<file path="config.mk">
export PLATFORM = sky130hd
export DESIGN_NAME = lieat_exu_oitf_flat
export DESIGN_NICKNAME = d
export VERILOG_FILES = /design/src/rtl/lieat_exu_oitf_if.sv /design/src/rtl/lieat_exu_oitf.sv /design/src/flat_wrapper.sv
export SDC_FILE = /design/constraint.sdc
export NUM_CORES = 1
export LEC_CHECK = 0
export CORE_UTILIZATION = 50
export DETAILED_ROUTE_END_ITERATION = 10
export PLACE_DENSITY = 0.8
export SLEW_MARGIN = 5
export SYNTH_ARGS = -nofsm -noshare
export SYNTH_HDL_FRONTEND = slang
export SYNTH_SLANG_ARGS = --single-unit
export TNS_END_PERCENT = 10
</file>
<file path="constraint.sdc">
create_clock -name clock -period 3.1 [get_ports clock]
set_input_delay 0.62 -clock clock [delete_from_list [all_inputs] [get_ports clock]]
set_output_delay 0.62 -clock clock [all_outputs]
set_load 0.1 [all_outputs]
</file>
<file path="src/rtl/lieat_exu_oitf_if.sv">
// Dispatch/retire/query bundle between the EXU front end and the outstanding-instruction tracker.
// Latency: wires only, no storage.
// Backpressure: dis_ready deasserts while the tracker is full; retire requests while empty are dropped.
interface lieat_exu_oitf_if #(
    parameter int OITF_DEPTH = 4,
    parameter int PTR_W      = 2,
    parameter int REG_IDX    = 5,
    parameter int XLEN       = 32
);
    // allocate side
    logic               dis_ena;
    logic               dis_ready;
    logic               dis_rdwen;
    logic [REG_IDX-1:0] dis_rdidx;
    logic [XLEN-1:0]    dis_pc;
    logic [PTR_W-1:0]   dis_ptr;
    // retire side
    logic               ret_ena;
    logic [PTR_W-1:0]   ret_ptr;
    logic               ret_rdwen;
    logic [REG_IDX-1:0] ret_rdidx;
    logic [XLEN-1:0]    ret_pc;
    // hazard query from the instruction currently in dispatch
    logic               disp_rs1en;
    logic               disp_rs2en;
    logic               disp_rdwen;
    logic [REG_IDX-1:0] disp_rs1idx;
    logic [REG_IDX-1:0] disp_rs2idx;
    logic [REG_IDX-1:0] disp_rdidx;
    logic               oitfrd_match_disprs1;
    logic               oitfrd_match_disprs2;
    logic               oitfrd_match_disprd;
    logic               oitf_waw_dep;
    // status
    logic               oitf_empty;
    logic               oitf_full;

    modport master (
        output dis_ena, dis_rdwen, dis_rdidx, dis_pc, ret_ena,
               disp_rs1en, disp_rs2en, disp_rdwen, disp_rs1idx, disp_rs2idx, disp_rdidx,
        input  dis_ready, dis_ptr, ret_ptr, ret_rdwen, ret_rdidx, ret_pc,
               oitfrd_match_disprs1, oitfrd_match_disprs2, oitfrd_match_disprd,
               oitf_waw_dep, oitf_empty, oitf_full
    );

    modport slave (
        input  dis_ena, dis_rdwen, dis_rdidx, dis_pc, ret_ena,
               disp_rs1en, disp_rs2en, disp_rdwen, disp_rs1idx, disp_rs2idx, disp_rdidx,
        output dis_ready, dis_ptr, ret_ptr, ret_rdwen, ret_rdidx, ret_pc,
               oitfrd_match_disprs1, oitfrd_match_disprs2, oitfrd_match_disprd,
               oitf_waw_dep, oitf_empty, oitf_full
    );
endinterface

</file>
<file path="src/rtl/lieat_exu_oitf.sv">
// Tracks long-latency (LSU/MULDIV) instructions from dispatch until in-order write-back retire.
// Latency: allocate/retire visible one cycle after the firing edge; hazard flags combinational from state.
// Backpressure: dis_ready = ~full (no same-cycle retire bypass); retire while empty is ignored.
module lieat_exu_oitf #(
    parameter int OITF_DEPTH = 4,
    parameter int PTR_W      = 2,
    parameter int REG_IDX    = 5,
    parameter int XLEN       = 32
) (
    input  logic              clock,
    input  logic              reset,
    lieat_exu_oitf_if.slave   bus
);

    localparam logic [PTR_W-1:0] PTR_LAST = PTR_W'(OITF_DEPTH - 1);

    logic [OITF_DEPTH-1:0] vld_q;
    logic [OITF_DEPTH-1:0] rdwen_q;
    logic [REG_IDX-1:0]    rdidx_q [OITF_DEPTH];
    logic [XLEN-1:0]       pc_q    [OITF_DEPTH];

    logic [PTR_W-1:0] alc_ptr_q;
    logic [PTR_W-1:0] ret_ptr_q;
    logic             alc_flg_q;
    logic             ret_flg_q;

    logic oitf_empty;
    logic oitf_full;
    logic alc_fire;
    logic ret_fire;

    logic hit_rs1;
    logic hit_rs2;
    logic hit_rd;
    logic hit_oldest_rd;

    // Equal pointers mean empty or full; the wrap flags tell which.
    assign oitf_empty = (alc_ptr_q == ret_ptr_q) && (alc_flg_q == ret_flg_q);
    assign oitf_full  = (alc_ptr_q == ret_ptr_q) && (alc_flg_q != ret_flg_q);

    assign alc_fire = bus.dis_ena & ~oitf_full;
    assign ret_fire = bus.ret_ena & ~oitf_empty;

    // Allocate and retire pointers, each with a wrap flag that flips on rollover.
    always_ff @(posedge clock or negedge reset) begin
        if (!reset) begin
            alc_ptr_q <= '0;
            alc_flg_q <= 1'b0;
            ret_ptr_q <= '0;
            ret_flg_q <= 1'b0;
        end else begin
            if (alc_fire) begin
                if (alc_ptr_q == PTR_LAST) alc_flg_q <= ~alc_flg_q;
                alc_ptr_q <= alc_ptr_q + PTR_W'(1);
            end
            if (ret_fire) begin
                if (ret_ptr_q == PTR_LAST) ret_flg_q <= ~ret_flg_q;
                ret_ptr_q <= ret_ptr_q + PTR_W'(1);
            end
        end
    end

    // Entry storage: retire clears the oldest valid bit, allocate fills the slot at alc_ptr.
    // Both can only hit the same slot when full or empty, where just one of them fires.
    always_ff @(posedge clock or negedge reset) begin
        if (!reset) begin
            vld_q   <= '0;
            rdwen_q <= '0;
            for (int i = 0; i < OITF_DEPTH; i++) begin
                rdidx_q[i] <= '0;
                pc_q[i]    <= '0;
            end
        end else begin
            if (ret_fire) begin
                vld_q[ret_ptr_q] <= 1'b0;
            end
            if (alc_fire) begin
                vld_q[alc_ptr_q]   <= 1'b1;
                rdwen_q[alc_ptr_q] <= bus.dis_rdwen;
                rdidx_q[alc_ptr_q] <= bus.dis_rdidx;
                pc_q[alc_ptr_q]    <= bus.dis_pc;
            end
        end
    end

    // Compare every live rd-writing entry against the dispatch operands; x0 never creates a hazard.
    always_comb begin
        hit_rs1 = 1'b0;
        hit_rs2 = 1'b0;
        hit_rd  = 1'b0;
        for (int i = 0; i < OITF_DEPTH; i++) begin
            if (vld_q[i] && rdwen_q[i]) begin
                if ((rdidx_q[i] == bus.disp_rs1idx) && (bus.disp_rs1idx != '0)) hit_rs1 = 1'b1;
                if ((rdidx_q[i] == bus.disp_rs2idx) && (bus.disp_rs2idx != '0)) hit_rs2 = 1'b1;
                if ((rdidx_q[i] == bus.disp_rdidx)  && (bus.disp_rdidx  != '0)) hit_rd  = 1'b1;
            end
        end
    end

    assign hit_oldest_rd = vld_q[ret_ptr_q] && rdwen_q[ret_ptr_q] &&
                           (rdidx_q[ret_ptr_q] == bus.disp_rdidx) && (bus.disp_rdidx != '0);

    assign bus.oitfrd_match_disprs1 = bus.disp_rs1en & hit_rs1;
    assign bus.oitfrd_match_disprs2 = bus.disp_rs2en & hit_rs2;
    assign bus.oitfrd_match_disprd  = bus.disp_rdwen & hit_rd;
    assign bus.oitf_waw_dep         = bus.disp_rdwen & ~oitf_empty & hit_oldest_rd;

    assign bus.dis_ready  = ~oitf_full;
    assign bus.dis_ptr    = alc_ptr_q;
    assign bus.ret_ptr    = ret_ptr_q;
    assign bus.ret_rdwen  = rdwen_q[ret_ptr_q];
    assign bus.ret_rdidx  = rdidx_q[ret_ptr_q];
    assign bus.ret_pc     = pc_q[ret_ptr_q];
    assign bus.oitf_empty = oitf_empty;
    assign bus.oitf_full  = oitf_full;

endmodule

</file>
<file path="src/flat_wrapper.sv">
// flat-port wrapper written by rule: the top's interface ports become plain ports
module lieat_exu_oitf_flat 
#(
    parameter int OITF_DEPTH = 4,
    parameter int PTR_W      = 2,
    parameter int REG_IDX    = 5,
    parameter int XLEN       = 32
)
  (clock, reset, bus_dis_ena, bus_dis_rdwen, bus_dis_rdidx, bus_dis_pc, bus_ret_ena, bus_disp_rs1en, bus_disp_rs2en, bus_disp_rdwen, bus_disp_rs1idx, bus_disp_rs2idx, bus_disp_rdidx, bus_dis_ready, bus_dis_ptr, bus_ret_ptr, bus_ret_rdwen, bus_ret_rdidx, bus_ret_pc, bus_oitfrd_match_disprs1, bus_oitfrd_match_disprs2, bus_oitfrd_match_disprd, bus_oitf_waw_dep, bus_oitf_empty, bus_oitf_full);
  lieat_exu_oitf_if #(.OITF_DEPTH(OITF_DEPTH), .PTR_W(PTR_W), .REG_IDX(REG_IDX), .XLEN(XLEN)) bus_i ();
  input  logic clock;
  input  logic reset;
  input wire logic [$bits(bus_i.dis_ena)-1:0] bus_dis_ena;
  input wire logic [$bits(bus_i.dis_rdwen)-1:0] bus_dis_rdwen;
  input wire logic [$bits(bus_i.dis_rdidx)-1:0] bus_dis_rdidx;
  input wire logic [$bits(bus_i.dis_pc)-1:0] bus_dis_pc;
  input wire logic [$bits(bus_i.ret_ena)-1:0] bus_ret_ena;
  input wire logic [$bits(bus_i.disp_rs1en)-1:0] bus_disp_rs1en;
  input wire logic [$bits(bus_i.disp_rs2en)-1:0] bus_disp_rs2en;
  input wire logic [$bits(bus_i.disp_rdwen)-1:0] bus_disp_rdwen;
  input wire logic [$bits(bus_i.disp_rs1idx)-1:0] bus_disp_rs1idx;
  input wire logic [$bits(bus_i.disp_rs2idx)-1:0] bus_disp_rs2idx;
  input wire logic [$bits(bus_i.disp_rdidx)-1:0] bus_disp_rdidx;
  output wire logic [$bits(bus_i.dis_ready)-1:0] bus_dis_ready;
  output wire logic [$bits(bus_i.dis_ptr)-1:0] bus_dis_ptr;
  output wire logic [$bits(bus_i.ret_ptr)-1:0] bus_ret_ptr;
  output wire logic [$bits(bus_i.ret_rdwen)-1:0] bus_ret_rdwen;
  output wire logic [$bits(bus_i.ret_rdidx)-1:0] bus_ret_rdidx;
  output wire logic [$bits(bus_i.ret_pc)-1:0] bus_ret_pc;
  output wire logic [$bits(bus_i.oitfrd_match_disprs1)-1:0] bus_oitfrd_match_disprs1;
  output wire logic [$bits(bus_i.oitfrd_match_disprs2)-1:0] bus_oitfrd_match_disprs2;
  output wire logic [$bits(bus_i.oitfrd_match_disprd)-1:0] bus_oitfrd_match_disprd;
  output wire logic [$bits(bus_i.oitf_waw_dep)-1:0] bus_oitf_waw_dep;
  output wire logic [$bits(bus_i.oitf_empty)-1:0] bus_oitf_empty;
  output wire logic [$bits(bus_i.oitf_full)-1:0] bus_oitf_full;
  assign bus_i.dis_ena = bus_dis_ena;
  assign bus_i.dis_rdwen = bus_dis_rdwen;
  assign bus_i.dis_rdidx = bus_dis_rdidx;
  assign bus_i.dis_pc = bus_dis_pc;
  assign bus_i.ret_ena = bus_ret_ena;
  assign bus_i.disp_rs1en = bus_disp_rs1en;
  assign bus_i.disp_rs2en = bus_disp_rs2en;
  assign bus_i.disp_rdwen = bus_disp_rdwen;
  assign bus_i.disp_rs1idx = bus_disp_rs1idx;
  assign bus_i.disp_rs2idx = bus_disp_rs2idx;
  assign bus_i.disp_rdidx = bus_disp_rdidx;
  assign bus_dis_ready = bus_i.dis_ready;
  assign bus_dis_ptr = bus_i.dis_ptr;
  assign bus_ret_ptr = bus_i.ret_ptr;
  assign bus_ret_rdwen = bus_i.ret_rdwen;
  assign bus_ret_rdidx = bus_i.ret_rdidx;
  assign bus_ret_pc = bus_i.ret_pc;
  assign bus_oitfrd_match_disprs1 = bus_i.oitfrd_match_disprs1;
  assign bus_oitfrd_match_disprs2 = bus_i.oitfrd_match_disprs2;
  assign bus_oitfrd_match_disprd = bus_i.oitfrd_match_disprd;
  assign bus_oitf_waw_dep = bus_i.oitf_waw_dep;
  assign bus_oitf_empty = bus_i.oitf_empty;
  assign bus_oitf_full = bus_i.oitf_full;
  lieat_exu_oitf #(.OITF_DEPTH(OITF_DEPTH), .PTR_W(PTR_W), .REG_IDX(REG_IDX), .XLEN(XLEN)) u_core (.clock(clock), .reset(reset), .bus(bus_i));
endmodule
</file>
==> key figures, run 1 <==
STA
  • Highest achievable clock rate: approximately 0.33 GHz
  • Slew Viols, Final: 0
  • RSZ-0062 raised after global routing: no
  • Fin crit share: 0.9787
  • Count of final setup violators: 0
  • Relative slew slack: 0.6590
  • Clk_skew: 0.01003 ns
  • Final worst path period need: a little over 3 ns
  • Hold Vio Cnt, Final: 0
  • Worst Tran Pin Value: slightly above 0.5 ns
  • Final setup margin: between 0.06 and 0.07 ns

Layout
  • Layout cells sized above 1: 0.4647
  • Fillers: 1,106
  • Area Overhead vs Synth: 30.37%
  • Final nets: 720
  • Final instance area: 0.01067 sq mm
  • Antenna cells: 0

Detailed routing
  • Metal1 wirelength: around 8300 um
  • Met3 WL: 931 um
  • Vias after detailed routing: 5,035
  • DRC violations left: 0
  • Max Used Layer: met4
  • Routed length on met2: 9883 um
  • DR WL/cell: around 22 um
  • Final antenna-violating net count: 0
  • DRT Pass-1 Iters: 4
  • DRT Wirelength: 19,560 um
  • Drt initial violations: 214
  • DR vias/cell: 5.715

Critical path
  • CP Capture Type: primary output
  • Arr. time, crit path: 2.41 ns
  • Crit path max fanout: 5
  • CP Launch Type: input port
  • FF-to-FF Start: u_core.bus.ret_ptr[0]
  • R2R Setup Slk: approximately 0.64 ns
  • Reg2Reg Depth: 7
  • Worst Setup Path Type: in -> out
  • RR Endpoint: u_core.pc_q[85]
  • Worst EP required: about 2.5 ns

Logic synthesis
  • Syn nets: between 600 and 700
  • Top cells by area in the synthesized netlist: dfrtp_1, mux2_2, mux4_2
  • Post-Syn Area: 0.008185 sq mm
  • Synth top area share: 0.4953
  • Synth Warn #: 0
  • Largest area contributor in the netlist: dfrtp_1
  • Seq cells post-synth: about 160
  • Post-synth top cells: dfrtp_1, mux2_2, xor2_1
  • Post-synth EDFFs: 0
  • Seq/Total Area, Yosys: 0.4953
  • Async set-reset flop share out of synthesis: 1.000
  • Count of different cell masters after synthesis: 33
  • Top_reg_cell synth: dfrtp_1
  • Mapped Avg Cell Area: 15.07 sq um
  • Post-synthesis instance total: roughly 540
  • Cell with the most instances after synthesis: dfrtp_1

Clocking
  • Clock Latency Late Sink: 0.43 ns
  • Clock slew at the register clock pins of the worst setup and hold paths: 0.07 ns
  • CTS tree: built
  • H-tree levels: 4
  • Clock sinks: between 150 and 200
  • Root Buffer: clkbuf_16
  • Clock tree buffer depth: 2
  • Clock buffer count from CTS: 17

Floorplan
  • Die area: 0.01689 sq mm
  • Die width: 130.0 um
  • Row cnt: 46
  • CORE AREA: 0.01594 sq mm
  • IO Pins: 109
  • Initial Util: 0.5134
  • Die Height: 130.0 um

Global route
  • Initial antenna violation count: 1
  • Vias in the first global route: about 5,500
  • First-pass GRT wire length: 31,020 um
  • Pin count of the biggest net entering global routing: 61
  • Grt total ovfl: 0
  • Total GRT Usage: 0.2513

Place
  • RD Place Congestion: 0.9412
  • Cell Area, Placed: 0.009970 sq mm
  • Hpwl dp: around 13,000 um
  • Placement Setup Slack: roughly 0.059 ns
  • Port Buffers: 108

Run
  • Max_cap viols: 0

Hold path
  • Hold Crit Class: in -> async

Outcome
  • Status: completed
[layout make-up]
cell class / instances / area [sq um] / area share
Clock buffer: 17 / 425.4 / 0.03986
Inverter: 8 / 33.78 / 0.003166
Tap cell: 216 / 270.3 / 0.02533
Clock inverter: 15 / 241.5 / 0.02263
Sequential cell: 162 / 4061 / 0.3806
Multi-Input combinational cell: 331 / 3861 / 0.3618
Timing Repair Buffer: 132 / 1778 / 0.1666
[kinds of logic (layout without fill, tap and decap cells)]
kind of cell             after synthesis  in the layout  share of synthesized area
multiplexers                         192            192                     0.3302
AO/OA/AOI/OAI                         13             13                    0.01116
flip-flops                           162            162                     0.4953
adder cells (fa/ha/maj)                8              8                    0.01223
AND/OR/NAND/NOR                       48             48                    0.03531
XOR/XNOR                              70             70                    0.07673
buffers and inverters                 50            172                    0.03913
[through the flow]
stage	instances	utilization	hold WS (ns)	TNS, ns
CTS	881	0.6686	0.08209	0
floorplan	543	-	0.3244	-0.6522
global placement	846	0.6253	0.4678	0
detailed placement	846	0.6253	0.4763	0
finish	881	0.6694	0.08003	0
global route	881	0.6694	0.1009	0
[state kept, by name, indices dropped and copies added, names as in the netlist]
register / count
u_core.pc_q: 128
u_core.rdidx_q: 20
u_core.rdwen_q: 4
u_core.vld_q: 4
u_core.bus.dis_ptr: 2
u_core.bus.ret_ptr: 2
u_core.alc_flg_q: 1
u_core.ret_flg_q: 1
[worst max-delay path, cell delays in order]
cell             delay [ns]
clkdlybuf4s50_1        0.58
xor2_1                 0.21
nor4_1                 0.31
a41oi_1                0.17
a31oi_2                0.30
buf_12                 0.21
[placed cells by master (no fill, tap or decap), types with 17 or more instances in the layout]
cell / n
dfrtp_1: 160
xnor2_1: 26
xor2_1: 41
mux2_2: 121
buf_12: 50
mux2_4: 27
clkbuf_16: 17
buf_4: 23
mux4_2: 39
clkdlybuf4s50_1: 53
[repair_timing]
item                       4_1_cts  5_1_grt
setup buffers                    3        0
setup endpoints to repair        1        3
gates resized for setup          0        6
pin swaps                        2        0
hold buffers                     0        0
[per-layer routing]
metal	vias up	global-route usage
li1	2192	-
met3	38	0.05330
met1	2659	0.3238
met2	146	0.4184
met4	0	0.09850
met5	-	0
[worst max-delay path by stage]
| stage | startpoint | endpoint | slack, ns | cells after the start |
|---|---|---|---|---|
| after global placement | bus_disp_rdidx[3] | bus_oitfrd_match_disprd | 0.08 | 6 |
| after detailed placement | bus_disp_rdidx[3] | bus_oitfrd_match_disprd | 0.06 | 6 |
| after CTS | bus_disp_rdidx[3] | bus_oitfrd_match_disprd | 0.05 | 6 |
| final | bus_disp_rs2idx[0] | bus_oitfrd_match_disprs2 | 0.07 | 6 |
| after global routing | bus_disp_rs2idx[0] | bus_oitfrd_match_disprs2 | 0.01 | 6 |
| after floorplan | u_core.bus.ret_ptr[0] | bus_oitf_waw_dep | -0.65 | 5 |
Power of run 1 is left out: the tool's default activity adds up to more than one toggle a clock period on the data nets, which glitch-free logic cannot reach.
==> run 2, diff against run 1 <==
Settings changed: PLACE_DENSITY 0.8 to 0.82.
Clock period 3.1 ns to 2.64 ns, I/O delays scaled along.
==> key figures, run 2 (synthesized netlist as in run 1, its figures left out) <==
Critical path
  • CP top delay family: multiplexers
  • Bufs and invs on worst path: 2
  • CP Capture Type: primary output
  • Worst EP required: 2.11 ns
  • Worst Setup Path Type: reg -> out
  • Arr. time, crit path: approximately 2.3 ns
  • Crit path max fanout: 6
  • Slowest CP cell: mux4_2
  • Critical path, cell by cell: buf_6 > mux4_2 > xor2_2 > nor4_4 > buf_12
  • CP peak stage delay: 0.55 ns
  • CP Launch Type: flop

Layout
  • Most flops, register: u_core.pc_q
  • Max FFs per register: 128
  • Biggest regs: u_core.pc_q (128), u_core.rdidx_q (20)
  • Most common cell after layout, fill and taps aside: dfrtp_1
  • Area Overhead vs Synth: 34.91%
  • Layout cells sized above 1: 0.5107
  • Antenna cells: 0
  • Most frequent cells in the layout: dfrtp_1, mux2_2, buf_12, buf_4, clkdlybuf4s50_1
  • Final nets: 754

Detailed routing
  • DR WL/cell: roughly 22 um
  • Final antenna-violating net count: 0
  • DR vias/cell: approximately 5.6
  • Vias after detailed routing: 5,109
  • Drt initial violations: 215
  • DRT Wirelength: 20,150 um
  • DRT Pass-1 Iters: 4
  • DRC violations left: 0

Floorplan
  • Row cnt: 46
  • Die Height: between 100 and 150 um
  • Die width: 130.0 um
  • Die area: approximately 0.017 sq mm
  • CORE AREA: 0.01594 sq mm
  • Initial Util: 0.5134
  • IO Pins: 109

STA
  • Clk_skew: 0.01477 ns
  • Fin crit share: 1.082
  • Count of final setup violators: 26
  • Hold Vio Cnt, Final: 0
  • Relative slew slack: 0.5959
  • Hold Slack: 0.07496 ns
  • Slew Viols, Final: 0
  • Worst Tran Pin Value: slightly above 0.6 ns
  • Highest achievable clock rate: 0.3501 GHz
  • RSZ-0062 raised after global routing: yes
  • Final worst path period need: 2.856 ns
  • Final setup margin: -0.2163 ns

Clocking
  • Clock Latency Late Sink: 0.44 ns
  • Clock slew at the register clock pins of the worst setup and hold paths: ~0.07 ns
  • CTS tree: built
  • Root Buffer: clkbuf_16
  • Clock tree buffer depth: 2
  • Clock buffer count from CTS: 17
  • H-tree levels: 4
  • Clock sinks: 162
  • Post-CTS Hold Fix Bufs: 0

Global route
  • Grt total ovfl: 0
  • Pin count of the biggest net entering global routing: 67
  • Initial antenna violation count: 0
  • Vias in the first global route: 5,873
  • First-pass GRT wire length: 31,900 um
  • Total GRT Usage: 0.2601

Place
  • Placement Setup Slack: -0.2170 ns
  • RD Place Congestion: between 0.9 and 1
  • Hpwl dp: 14,300 um
  • Port Buffers: 108

Run
  • Max_cap viols: 0

Outcome
  • Status: finished, violations left
  • Failing checks: setup timing

Hold path
  • Hold Crit Class: in -> async
-- run 2: routing by layer --
| metal | up-vias | share of wire | global-route usage | wire (um) |
|---|---|---|---|---|
| li1 | 2264 | - | - | - |
| met1 | 2660 | 0.40 | 0.3185 | 8159 |
| met2 | 150 | 0.51 | 0.4457 | 10360 |
| met3 | 35 | 0.058 | 0.05822 | 1173 |
| met4 | 0 | 0.022 | 0.1094 | 453 |
| met5 | - | 0 | 0 | 0 |
-- run 2: repair_timing --
| item | in CTS | in global routing |
|---|---|---|
| setup buffers | 5 | 1 |
| endpoints found under the setup margin | 18 | 31 |
| gates resized for setup | 24 | 10 |
| pin swaps | 9 | 8 |
-- run 2: final cells by class --
cell class | instances | area [sq um]
clock buffer | 17 | 425.4
tap | 216 | 270.3
fill | 1052 | 4900
timing repair buffer | 166 | 2110
clock inverter | 15 | 163.9
multi-input combinational | 331 | 3976
sequential | 162 | 4064
inverter | 8 | 33.78
-- run 2: metrics by stage --
stage                     utilization  cell area (sq um)  setup TNS [ns]  cells
after floorplan                     -               8285          -1.020    543
after global placement         0.6464              10300         -0.7920    877
after detailed placement       0.6464              10300         -0.7855    877
after CTS                      0.6890              10980          -1.945    914
after global routing           0.6927              11040          -3.444    915
final                          0.6927              11040         -0.7603    915
-- run 2: worst paths after layout --
check / endpoint / start / depth (start not counted) / slack (ns)
max: bus_oitf_waw_dep / u_core.bus.ret_ptr[0] / 5 / -0.22
min: u_core.pc_q[112] / reset / 1 / 0.07
max reg2reg: u_core.pc_q[56] / u_core.bus.ret_ptr[0] / 9 / 0.16
min reg2reg: u_core.ret_flg_q / u_core.ret_flg_q / 1 / 0.49
max in group asynchronous: u_core.bus.ret_ptr[1] / reset / 2 / 1.74
min in group clock: u_core.ret_flg_q / u_core.ret_flg_q / 1 / 0.49
Power of run 2 is left out for the same reason.
